`src/rtl/sub32b_seq_if.sv`:
```
// sub32b_seq_if: handshake bundle for the sequential subtractor.
//   in_valid/in_ready/a/b     operand request (master -> slave)
//   out_valid/out_ready       result handshake
//   diff/borrow/zero          result fields (slave -> master)
// master = the requester (PE control / bench), slave = sub32b_seq.
interface sub32b_seq_if #(
  parameter int WIDTH = 32
);
  logic             in_valid;
  logic             in_ready;
  logic [WIDTH-1:0] a;
  logic [WIDTH-1:0] b;
  logic             out_valid;
  logic             out_ready;
  logic [WIDTH-1:0] diff;
  logic             borrow;
  logic             zero;

  modport master (
    output in_valid, a, b, out_ready,
    input  in_ready, out_valid, diff, borrow, zero
  );

  modport slave (
    input  in_valid, a, b, out_ready,
    output in_ready, out_valid, diff, borrow, zero
  );
endinterface

```
`src/rtl/sub32b_seq.sv`:
```
// sub32b_seq: multi-cycle unsigned subtractor, diff = a - b, one 4-bit
// nibble per clock through a single ripple-borrow slice. One operation in
// flight; valid/ready on both sides.
//
// Ports:
//   clk    rising-edge clock
//   reset  asynchronous, active-low reset
//   bus    sub32b_seq_if.slave (in_valid/in_ready/a/b, out_valid/out_ready,
//          diff/borrow/zero)
//
// Optional build macro: SUB_SATURATE_EN -- when defined, a negative result
// (final borrow = 1) is clamped to diff = 0 (borrow still 1, zero = 1).
//
// Timing: accept at edge E0, nibble k-1 computed at edge Ek (k = 1..NIB),
// out_valid from E_NIB until the output handshake edge. WIDTH must be a
// multiple of 4 and >= 4.

// One nibble of ripple-borrow subtraction: {bout, d} = a - b - bin.
// The 5-bit difference goes negative exactly when a borrow is needed, which
// shows up as bit 4 set.
module sub4_slice (
  input  logic [3:0] a,
  input  logic [3:0] b,
  input  logic       bin,
  output logic [3:0] d,
  output logic       bout
);
  logic [4:0] r;

  assign r    = {1'b0, a} - {1'b0, b} - {4'b0000, bin};
  assign d    = r[3:0];
  assign bout = r[4];
endmodule

module sub32b_seq #(
  parameter  int WIDTH = 32,
  localparam int NIB   = WIDTH / 4
) (
  input  logic          clk,
  input  logic          reset,
  sub32b_seq_if.slave   bus
);
  localparam int CW = (NIB > 1) ? $clog2(NIB) : 1;

  typedef enum logic [1:0] {IDLE, RUN, DONE} state_t;

  state_t           state, state_nxt;
  logic [WIDTH-1:0] opa, opb;
  logic [WIDTH-1:0] diff_r, diff_wr, diff_fin;
  logic [CW-1:0]    cnt;
  logic             bin_r;
  logic             borrow_r, zero_r;
  logic             last;
  logic [CW+1:0]    nib_lsb;
  logic [3:0]       a_nib, b_nib, d_nib;
  logic             bout;

  // bit offset of the nibble being worked on this cycle
  assign nib_lsb = {cnt, 2'b00};
  assign last    = (cnt == CW'(NIB - 1));
  assign a_nib   = opa[nib_lsb +: 4];
  assign b_nib   = opb[nib_lsb +: 4];

  sub4_slice u_slice (
    .a    (a_nib),
    .b    (b_nib),
    .bin  (bin_r),
    .d    (d_nib),
    .bout (bout)
  );

  // diff with the current nibble merged in; on the last step this is the
  // full result, so saturation and the zero flag key off it directly.
  always_comb begin
    diff_wr = diff_r;
    diff_wr[nib_lsb +: 4] = d_nib;
  end

`ifdef SUB_SATURATE_EN
  assign diff_fin = bout ? '0 : diff_wr;
`else
  assign diff_fin = diff_wr;
`endif

  // ---------------- FSM: state register ----------------
  always_ff @(posedge clk or negedge reset) begin
    if (!reset) state <= IDLE;
    else        state <= state_nxt;
  end

  // ---------------- FSM: next state ----------------
  always_comb begin
    state_nxt = state;
    case (state)
      IDLE:    if (bus.in_valid) state_nxt = RUN;
      RUN:     if (last)         state_nxt = DONE;
      DONE:    if (bus.out_ready) state_nxt = IDLE;
      default: state_nxt = IDLE;
    endcase
  end

  // ---------------- FSM: outputs ----------------
  always_comb begin
    bus.in_ready  = (state == IDLE);
    bus.out_valid = (state == DONE);
    bus.diff      = diff_r;
    bus.borrow    = borrow_r;
    bus.zero      = zero_r;
  end

  // ---------------- datapath ----------------
  // borrow/zero only move on the final step so they hold through DONE and
  // IDLE; diff is scratch during RUN and only meaningful in DONE.
  always_ff @(posedge clk or negedge reset) begin
    if (!reset) begin
      opa      <= '0;
      opb      <= '0;
      diff_r   <= '0;
      cnt      <= '0;
      bin_r    <= 1'b0;
      borrow_r <= 1'b0;
      zero_r   <= 1'b0;
    end else begin
      case (state)
        IDLE: begin
          if (bus.in_valid) begin
            opa   <= bus.a;
            opb   <= bus.b;
            bin_r <= 1'b0;
            cnt   <= '0;
          end
        end
        RUN: begin
          bin_r <= bout;
          cnt   <= cnt + 1'b1;
          if (last) begin
            diff_r   <= diff_fin;
            borrow_r <= bout;
            zero_r   <= (diff_fin == '0);
          end else begin
            diff_r   <= diff_wr;
          end
        end
        default: ;
      endcase
    end
  end
endmodule

```
`src/flat_wrapper.sv`:
```
// flat-port wrapper written by rule: the top's interface ports become plain ports
module sub32b_seq_flat 
#(
  parameter  int WIDTH = 32,
  localparam int NIB   = WIDTH / 4
)
  (clk, reset, bus_in_valid, bus_a, bus_b, bus_out_ready, bus_in_ready, bus_out_valid, bus_diff, bus_borrow, bus_zero);
  sub32b_seq_if #(.WIDTH(WIDTH)) bus_i ();
  input  logic clk;
  input  logic reset;
  input wire logic [$bits(bus_i.in_valid)-1:0] bus_in_valid;
  input wire logic [$bits(bus_i.a)-1:0] bus_a;
  input wire logic [$bits(bus_i.b)-1:0] bus_b;
  input wire logic [$bits(bus_i.out_ready)-1:0] bus_out_ready;
  output wire logic [$bits(bus_i.in_ready)-1:0] bus_in_ready;
  output wire logic [$bits(bus_i.out_valid)-1:0] bus_out_valid;
  output wire logic [$bits(bus_i.diff)-1:0] bus_diff;
  output wire logic [$bits(bus_i.borrow)-1:0] bus_borrow;
  output wire logic [$bits(bus_i.zero)-1:0] bus_zero;
  assign bus_i.in_valid = bus_in_valid;
  assign bus_i.a = bus_a;
  assign bus_i.b = bus_b;
  assign bus_i.out_ready = bus_out_ready;
  assign bus_in_ready = bus_i.in_ready;
  assign bus_out_valid = bus_i.out_valid;
  assign bus_diff = bus_i.diff;
  assign bus_borrow = bus_i.borrow;
  assign bus_zero = bus_i.zero;
  sub32b_seq #(.WIDTH(WIDTH)) u_core (.clk(clk), .reset(reset), .bus(bus_i));
endmodule
```
`config.mk`:
```
export PLATFORM = sky130hd
export DESIGN_NAME = sub32b_seq_flat
export DESIGN_NICKNAME = d
export VERILOG_FILES = /design/src/rtl/sub32b_seq_if.sv /design/src/rtl/sub32b_seq.sv /design/src/flat_wrapper.sv
export SDC_FILE = /design/constraint.sdc
export NUM_CORES = 1
export LEC_CHECK = 0
export CAP_MARGIN = 25
export CORE_MARGIN = 2
export CORE_UTILIZATION = 30
export DETAILED_ROUTE_END_ITERATION = 10
export PLACE_DENSITY_LB_ADDON = 0.2
export SLEW_MARGIN = 20
export SYNTH_ARGS = -nofsm -noshare
export SYNTH_HDL_FRONTEND = slang
export SYNTH_SLANG_ARGS = --single-unit
```
`constraint.sdc`:
```
create_clock -name clk -period 8 [get_ports clk]
set_input_delay 2.4 -clock clk [delete_from_list [all_inputs] [get_ports clk]]
set_output_delay 2.4 -clock clk [all_outputs]
set_load 0.03 [all_outputs]
```
# Word-level counts from Yosys, hierarchy flattened
# Index checks and enable logic that the tools add are counted.
# totals
regBits	104
in_bits	68
wordCells	38
# op_classes
add_sub_neg	4
n_eq_ne	6
shifts	4
mux	9
n_reduce_logical	7
# ops
operator	n
32-bit by 6-bit variable part select with 4-bit output	2
32-bit bitwise mux	1
32-bit logical NOT	1
4-bit by 7-bit variable shift with 32-bit output, first input constant	1
4-bit by 7-bit variable part select with 32-bit output	1
5-bit negator with 7-bit output	1
2-bit two-way mux	3
2-bit case mux with 3 select lines	1
3-bit case mux with 2 select lines	1
2-bit AND reduction	3
4-bit by 4-bit subtractor with 5-bit output	1
5-bit by 1-bit subtractor with 5-bit output	1
2-bit != test, second input constant	2
3-bit by 1-bit adder with 3-bit output, second input constant	1
3-bit equality test, second input constant	1
3-bit two-way mux	1
3-bit AND reduction	1
2-bit by 1-bit equality test with 1-bit output, second input constant	1
2-bit equality test, second input constant	1
2-bit logical NOT	1
2-bit by 1-bit != test with 1-bit output, second input constant	1
1-bit case mux with 2 select lines	1
2-bit nonzero test	1
1-bit two-way mux	1

# Depth between registers and ports, before layout
# Gate-level depths: netlist (run 1).
# depth
depth_word	6
mapped_depth	14

# By module
# From an unflattened synthesis (run 1), not the netlist that was laid out.
# unflattened
cells_unflattened	420
hier_area_um2	5222.5
# modules_own_cells
module	instances	cells_per_inst	area_each_um2	seq_area_each_um2
sub32b_seq	1	393	5006.1	2602.5
sub4_slice	1	27	216.5	0.0

# Worst setup path before layout (run 1)
# No wires, ideal clock.
# synth_path
path_kind	reg-to-reg
startpoint	register u_core.cnt[0]
endpoint	register u_core.zero_r, in the netlist u_core.bus.zero
setup_ns	0.067
t_arrival_ns	3.431
t_required_ns	7.933
slack_ns	4.502
path_stages_with_launch	13
period_less_slack_ns	3.498
path_cell_list	dfrtp_1 -> buf_2 -> buf_1 -> mux4_2 -> mux2i_1 -> fa_1 -> inv_1 -> fa_1 -> nor2b_1 -> nand2_1 -> mux2_2 -> a2111oi_2 -> a32o_1
# synth_via
elab_chain_cells	6
word_cells_on_any_way	11
# synth_rtl
item	line_no	source
from (decl)	sub32b_seq.sv:50	logic [CW-1:0] cnt;
from (signal assigned)	sub32b_seq.sv:135	cnt <= cnt + 1'b1;
32-bit by 6-bit variable part select with 4-bit output (on tied branches)	sub32b_seq.sv:61, sub32b_seq.sv:62	
4-bit by 4-bit subtractor with 5-bit output	sub32b_seq.sv:30	assign r = {1'b0, a} - {1'b0, b} - {4'b0000, bin};
5-bit by 1-bit subtractor with 5-bit output	sub32b_seq.sv:30	
4-bit by 7-bit variable part select with 32-bit output	sub32b_seq.sv:76	diff_wr[nib_lsb +: 4] = d_nib;
32-bit bitwise mux	sub32b_seq.sv:76	
32-bit logical NOT	sub32b_seq.sv:139	zero_r <= (diff_fin == '0);
to (signal assigned)	sub32b_seq.sv:139	
to (decl)	sub32b_seq.sv:52	logic borrow_r, zero_r;
# Parallel ways exist; a longest one is shown, timed or not.
# A chain may end at the register's enable or synchronous reset.

# Final worst setup path (run 1)
# layout_path
startpoint	register u_core.state[1]
endpoint	output bus_in_ready
# layout_via
elab_chain_cells	1
# layout_rtl
item	line_no	source
from (decl)	sub32b_seq.sv:47	state_t state, state_nxt;
from (signal assigned)	sub32b_seq.sv:88	else state <= state_nxt;
2-bit logical NOT	sub32b_seq.sv:104	bus.in_ready = (state == IDLE);
to (decl)	flat_wrapper.sv:15	output wire logic [$bits(bus_i.in_ready)-1:0] bus_in_ready;
# Every way passes these cells.

==> flow_metrics.py, run 1 <==
metrics = {
    "min_path": {
        "holdCritStartpoint": "u_core.opa[0]$_DFFE_PN0P_",
        "min_to": "u_core.opa[0]$_DFFE_PN0P_",
        "hold_path_class": "register to register",
        "whs_path_depth": 2,
    },
    "setup_path": {
        "r2r_slack_ns": 3.64,
        "critical_path_required_ns": 5.60,
        "arrival_ns": 1.97,
        "cp-start-kind": "register",
        "crit_type": "register to primary output",
        "reg2reg_from": "u_core.cnt[0]$_DFFE_PN0P_",
        "cp_max_fo": 4,
        "reg2reg_depth": 11,
        "worst_setup_path_end_kind": "primary output",
        "r2r_end": "u_core.bus.zero$_DFFE_PN0P_",
    },
    "clock_tree": {
        "cts_max_path_buffers": 2,
        "cts_root_buf": "clkbuf_16",
        "cts_tree": "done",
        "post_cts.repair.setup_buffers": 0,
        "clk_latency_ns": 0.35,
        "cts.sink_count": 104,
        "clk_pin_slew_ns": 0.07,
        "h-tree-depth": 3,
        "ctsHoldBuffers": 0,
        "cts_resized": 0,
        "cts_buffers": 9,
    },
    "detailed_routing": {
        "dr_total_vias": 3867,
        "vias_per_cell": 4.64,
        "avgRoutedWirePerCell_um": 14.6,
        "drt-total-wl_um": 12200,
        "drc_errors": 0,
        "drtPass1Iterations": 4,
        "drt_iter0_drc": 220,
        "final_antenna_net_count": 0,
    },
    "flow_run": {
        "maxCapViolCount": 0,
    },
    "grt": {
        "grt_usage_pct": 14.6,
        "grt_max_degree": 81,
        "antenna_found_initial": 0,
        "grt_overflow": 0,
        "grt_pass1_vias": 3978,
        "grt_pass1_wl_um": 20400,
    },
    "synthesis": {
        "synth_edf_count": 0,
        "synth_area_leaders": "dfrtp_1 52%, nand2_1 17%, mux4_2 4.9%, mux2_2 3.8%, mux4_1 2.6%",
        "synth_seq_cells": 104,
        "syn_nets": 599,
        "synth_commonest_cells": "233 x nand2_1, 104 x dfrtp_1, 22 x o21ai_0",
        "seq_area_frac_synth_pct": 52.0,
        "netlist_area_sq_um": 5010,
        "yosysTopAreaCellShare_pct": 52.0,
        "yosysMostFrequentCell": "nand2_1",
        "yosysUniqueCellTypes": 49,
        "synth_flop_cell": "dfrtp_1",
        "synth-warning-count": 0,
        "synth_top_area_cell": "dfrtp_1",
        "syn_avg_cell_area_sq_um": 9.61,
        "async_flop_share_pct": 100,
        "syn_inst": 521,
    },
    "timing": {
        "finalCriticalPeriod_ns": 4.37,
        "max_slew_margin_pct": 45.8,
        "finalSetupViolCount": 0,
        "skew_ns": 0.00430,
        "hold_viol_final": 0,
        "slew_viol_final": 0,
        "worst_pin_slew_ns": 0.810,
        "max_freq_mhz": 229,
        "rsz0062_at_grt": "false",
        "finalSetupTns_ns": 0,
        "min_period_over_period_pct": 54.6,
    },
    "status": {
        "status": "finished, final reports clean",
    },
    "power": {
        "pwr-share-clk_pct": 13.8,
        "switchingPower_w": 0.00145,
        "swShare_pct": 45.4,
        "pwr-share-seq_pct": 29.6,
        "total_power_w": 0.00320,
        "vdd_ir_drop_max_mv": 0.305,
        "intPower_w": 0.00175,
        "p_per_area_nw_per_um2": 489,
        "pwr-share-comb_pct": 56.6,
        "leakage_nw": 3.05,
    },
    "die": {
        "die_x_um": 133,
        "io-pin-count": 104,
        "die_h_um": 133,
        "dieArea_sq_um": 17700,
        "num_rows": 47,
        "core-area_sq_um": 16500,
        "start_util_pct": 30.4,
    },
    "cells_and_area": {
        "nFillCells": 1667,
        "finalNetCount": 687,
        "syn_to_final_growth_pct": 30.7,
        "drive_gt1_share_pct": 9.77,
        "n_antenna_cell": 0,
    },
    "placement": {
        "place_hpwl_um": 8900,
        "io_buffer_count": 103,
        "gp_congestion": 0.817,
    },
}
cell families (layout without fill, tap and decap cells):
family / Yosys count / count (layout) / share of synthesized area, %
buf+inv: 45 / 138 / 3.65
simple gates: 282 / 282 / 23.2
fa+ha+maj: 10 / 10 / 2.80
xor+xnor: 3 / 3 / 0.675
mux: 40 / 40 / 13.0
compound gates: 37 / 37 / 4.75
flops: 104 / 104 / 52.0
stage by stage:
| stage | hold WS [ns] | setup slack (ns) | util [%] | area, sq um | std cells |
|---|---|---|---|---|---|
| 2_1_floorplan | 0.437 | 4.50 | - | 5010 | 521 |
| 3_3_place_gp | 0.452 | 3.73 | 37.7 | 6210 | 817 |
| 3_5_place_dp | 0.459 | 3.53 | 37.9 | 6240 | 818 |
| 4_1_cts | 0.476 | 3.52 | 39.7 | 6540 | 834 |
| 5_1_grt | 0.498 | 3.17 | 39.7 | 6550 | 834 |
| 6_report | 0.472 | 3.63 | 39.7 | 6550 | 834 |
registers in the layout, indices dropped and copies added, names as in the netlist:
register / flops
u_core.opa: 32
u_core.bus.borrow: 1
u_core.opb: 32
u_core.bus.diff: 32
u_core.state: 2
u_core.bin_r: 1
u_core.cnt: 3
u_core.bus.zero: 1
metal layers:
layer / global-route usage, % / vias to the layer above / wire (um)
li1: - / 1900 / -
met5: 0 / - / 0
met4: 5.26 / 0 / 220
met1: 20.9 / 1840 / 5980
met3: 2.59 / 16 / 538
met2: 22.5 / 111 / 5450
worst max-delay path by stage:
stage                                            from                          end  slack [ns]  cells past startpoint
final                     u_core.state[1]$_DFFE_PN0P_                 bus_in_ready        3.63                      2
after global routing        u_core.cnt[0]$_DFFE_PN0P_  u_core.bus.zero$_DFFE_PN0P_        3.17                     12
after CTS                   u_core.cnt[0]$_DFFE_PN0P_  u_core.bus.zero$_DFFE_PN0P_        3.52                     11
after detailed placement    u_core.cnt[0]$_DFFE_PN0P_  u_core.bus.zero$_DFFE_PN0P_        3.53                     11
after global placement      u_core.cnt[0]$_DFFE_PN0P_  u_core.bus.zero$_DFFE_PN0P_        3.73                     11
after floorplan             u_core.cnt[0]$_DFFE_PN0P_  u_core.bus.zero$_DFFE_PN0P_        4.50                     12
layout make-up:
cell class | count | area [sq um] | area share (%)
clock buffers | 11 | 243 | 3.71
clock inverters | 5 | 56.3 | 0.860
inverters | 15 | 56.3 | 0.860
multi-input cells | 372 | 2230 | 34.1
flip-flops and latches | 104 | 2600 | 39.8
well taps | 220 | 275 | 4.21
repair buffers | 107 | 1080 | 16.5
power by group through the flow:
| stage | Clock, W | Sequential, W | Combinational (W) |
|---|---|---|---|
| global placement | 0 | 0.000953 | 0.00181 |
| detailed placement | 0 | 0.000960 | 0.00185 |
| CTS | 0.000455 | 0.000950 | 0.00186 |
| floorplan | 0 | 0.00104 | 0.00115 |
| finish | 0.000441 | 0.000948 | 0.00181 |
| global route | 0.000476 | 0.000980 | 0.00204 |
layout by cell type (no fill, tap or decap), types with 3 or more instances in the layout:
| cell | n |
|---|---|
| nand2_1 | 232 |
| dfrtp_1 | 104 |
| clkdlybuf4s50_1 | 102 |
| o21ai_0 | 22 |
| mux2_2 | 17 |
| inv_1 | 13 |
| nor2_1 | 12 |
| mux4_2 | 11 |
| clkbuf_16 | 9 |
| nor3_1 | 8 |
| ha_1 | 8 |
| mux4_1 | 5 |
| mux2i_1 | 5 |
| nand2b_1 | 4 |
| nor2b_1 | 4 |
| or4_1 | 4 |
| nand3_1 | 3 |
| or3_1 | 3 |
| buf_4 | 3 |
critical path: stages, from the launching register on:
cell and delay [ns]:
dfrtp_1 0.40, nor2_1 0.42, clkdlybuf4s50_1 0.79
No activity file was read; power rests on OpenSTA's default activity.
==> run 2, diff against run 1 <==
==> constraint.sdc (replaced) <==
create_clock -name clk -period 4.43 [get_ports clk]
set_input_delay 1.329 -clock clk [delete_from_list [all_inputs] [get_ports clk]]
set_output_delay 1.329 -clock clk [all_outputs]
set_load 0.03 [all_outputs]
==> run 2 against run 1 <==
  * Utilization down 0.18 points
  * Sequential share of layout area up 0.18 points
  * Highest routed layer unchanged
  * Clock skew up 0.0045 ns
  * Design area down 0.46%
  * Non-clock buffer count up 4
  * Clock power up 62%
  * Via count down 0.23%
  * Combinational power up 86%
  * Final cell count up 0.24%
==> flow_metrics.py, run 2 (synthesis gave the netlist of run 1 again) <==
metrics = {
    "setup_path": {
        "arrival_ns": 4.09,
        "worst_setup_path_end_kind": "register",
        "critical_path.slowest_cell": "dfrtp_1",
        "critPathTopFamily": "adder cells",
        "cp_max_fo": 19,
        "critical_path_required_ns": 4.66,
        "crit_type": "register to register",
        "cp-start-kind": "register",
        "max_stage_delay_ns": 0.76,
        "cp_cell_sequence": "buf_12, mux4_1, nand2_1, nand2_1, fa_1, inv_1, fa_1, buf_4, nor2b_1, o32ai_1, nor2_1, o2111ai_1, a2111oi_2, a32o_1",
        "critPathBufInv": 3,
    },
    "detailed_routing": {
        "avgRoutedWirePerCell_um": 14.9,
        "drc_errors": 0,
        "dr_total_vias": 3858,
        "final_antenna_net_count": 0,
        "drt-total-wl_um": 12500,
        "drt_iter0_drc": 154,
        "drtPass1Iterations": 4,
        "vias_per_cell": 4.61,
    },
    "timing": {
        "hold_viol_final": 0,
        "finalSetupViolCount": 0,
        "max_freq_mhz": 259,
        "max_slew_margin_pct": 45.2,
        "finalCriticalPeriod_ns": 3.86,
        "slew_viol_final": 0,
        "min_period_over_period_pct": 87.2,
        "finalSetupTns_ns": 0,
        "skew_ns": 0.00876,
        "holdWs_ns": 0.469,
        "worst_pin_slew_ns": 0.822,
        "rsz0062_at_grt": "false",
    },
    "placement": {
        "place_hpwl_um": 9200,
        "io_buffer_count": 103,
        "gp_congestion": 0.811,
    },
    "clock_tree": {
        "ctsHoldBuffers": 0,
        "cts.sink_count": 104,
        "clk_latency_ns": 0.35,
        "cts_root_buf": "clkbuf_16",
        "cts_tree": "done",
        "cts_resized": 0,
        "cts_buffers": 9,
        "cts_max_path_buffers": 2,
        "h-tree-depth": 3,
        "clk_pin_slew_ns": 0.07,
        "post_cts.repair.setup_buffers": 0,
    },
    "power": {
        "p_per_area_nw_per_um2": 893,
        "vdd_ir_drop_max_mv": 0.622,
        "pwr-share-comb_pct": 58.0,
        "switchingPower_w": 0.00266,
        "intPower_w": 0.00316,
        "total_power_w": 0.00582,
        "leakage_nw": 3.04,
        "swShare_pct": 45.7,
        "pwr-share-clk_pct": 12.3,
        "pwr-share-seq_pct": 29.7,
    },
    "status": {
        "status": "finished, final reports clean",
    },
    "grt": {
        "grt_pass1_vias": 4030,
        "antenna_found_initial": 0,
        "grt_usage_pct": 15.1,
        "grt_pass1_wl_um": 20800,
        "grt_max_degree": 64,
        "grt_overflow": 0,
    },
    "cells_and_area": {
        "n_antenna_cell": 0,
        "final_cell_mix": "232 x nand2_1, 104 x dfrtp_1, 102 x clkdlybuf4s50_1",
        "drive_gt1_share_pct": 9.74,
        "layout_commonest_cell": "nand2_1",
        "nFillCells": 1670,
        "syn_to_final_growth_pct": 30.1,
        "multiInputGateArea_sq_um": 2220,
        "finalNetCount": 691,
        "regArea_sq_um": 2600,
    },
    "die": {
        "die_h_um": 133,
        "num_rows": 47,
        "die_x_um": 133,
        "core-area_sq_um": 16500,
        "start_util_pct": 30.4,
        "io-pin-count": 104,
        "dieArea_sq_um": 17700,
    },
    "min_path": {
        "hold_path_class": "register to register",
    },
    "flow_run": {
        "maxCapViolCount": 0,
    },
}
-- run 2: worst min-delay path: stages, from the launching register on --
cell and delay, ns:
dfrtp_1 0.34, nand2_1 0.05, nand2_1 0.05
-- run 2: final timing paths --
kind / startpoint / end / slack, ns / cells past startpoint
setup / recovery: u_core.cnt[0]$_DFFE_PN0P_ / u_core.bus.zero$_DFFE_PN0P_ / 0.57 / 14
hold / removal: u_core.opa[12]$_DFFE_PN0P_ / u_core.opa[12]$_DFFE_PN0P_ / 0.47 / 2
setup reg to reg: u_core.cnt[0]$_DFFE_PN0P_ / u_core.bus.zero$_DFFE_PN0P_ / 0.57 / 14
hold reg to reg: u_core.opa[12]$_DFFE_PN0P_ / u_core.opa[12]$_DFFE_PN0P_ / 0.47 / 2
max in group asynchronous: reset / u_core.bus.diff[12]$_DFFE_PN0P_ / 2.56 / 2
min in group asynchronous: reset / u_core.opb[6]$_DFFE_PN0P_ / 1.07 / 1
-- run 2: power groups by stage --
stage	Sequential, W	Clock [W]	Combinational (W)
finish	0.00173	0.000715	0.00337
global route	0.00179	0.000777	0.00374
CTS	0.00174	0.000739	0.00343
detailed placement	0.00175	0	0.00342
global placement	0.00174	0	0.00332
floorplan	0.00188	0	0.00207
-- run 2: layout make-up --
class                   instances  area share, %
clock inverters                 1         0.0768
flip-flops and latches        104           39.9
clock buffers                  13           3.84
well taps                     220           4.23
multi-input cells             372           34.1
inverters                      15          0.864
repair buffers                111           16.9
-- run 2: per-stage QoR --
step                cells  area, sq um  util, %  worst slack [ns]
floorplan             521         5010        -             0.932
global placement      822         6260     38.0             0.666
detailed placement    822         6260     38.0             0.555
CTS                   836         6520     39.6             0.538
global route          836         6520     39.6             0.318
finish                836         6520     39.6             0.567
-- run 2: metal layers --
| layer | wire length, um | up-vias | track usage [%] |
|---|---|---|---|
| met3 | 605 | 17 | 3.20 |
| met5 | 0 | - | 0 |
| met2 | 5690 | 112 | 23.5 |
| met1 | 5930 | 1826 | 20.7 |
| met4 | 254 | 0 | 6.50 |
| li1 | - | 1903 | - |
==> run 3, diff against run 2 <==
--- a/config.mk
+++ b/config.mk
@@ -10,6 +10,7 @@
 export CORE_UTILIZATION = 30
 export DETAILED_ROUTE_END_ITERATION = 10
 export PLACE_DENSITY_LB_ADDON = 0.2
+export SKIP_LAST_GASP = 1
 export SLEW_MARGIN = 20
 export SYNTH_ARGS = -nofsm -noshare
 export SYNTH_HDL_FRONTEND = slang
==> constraint.sdc (replaced) <==
create_clock -name clk -period 4.43 [get_ports clk]
set_input_delay 1.329 -clock clk [delete_from_list [all_inputs] [get_ports clk]]
set_output_delay 1.329 -clock clk [all_outputs]
set_load 0.05 [all_outputs]
==> results of run 3 <==
The final DEF is identical to that of run 2. Status: finished, final reports clean.
Power of run 3 is not shown: default switching activity piles up to over one toggle a cycle in this logic, so the estimate is an artifact.
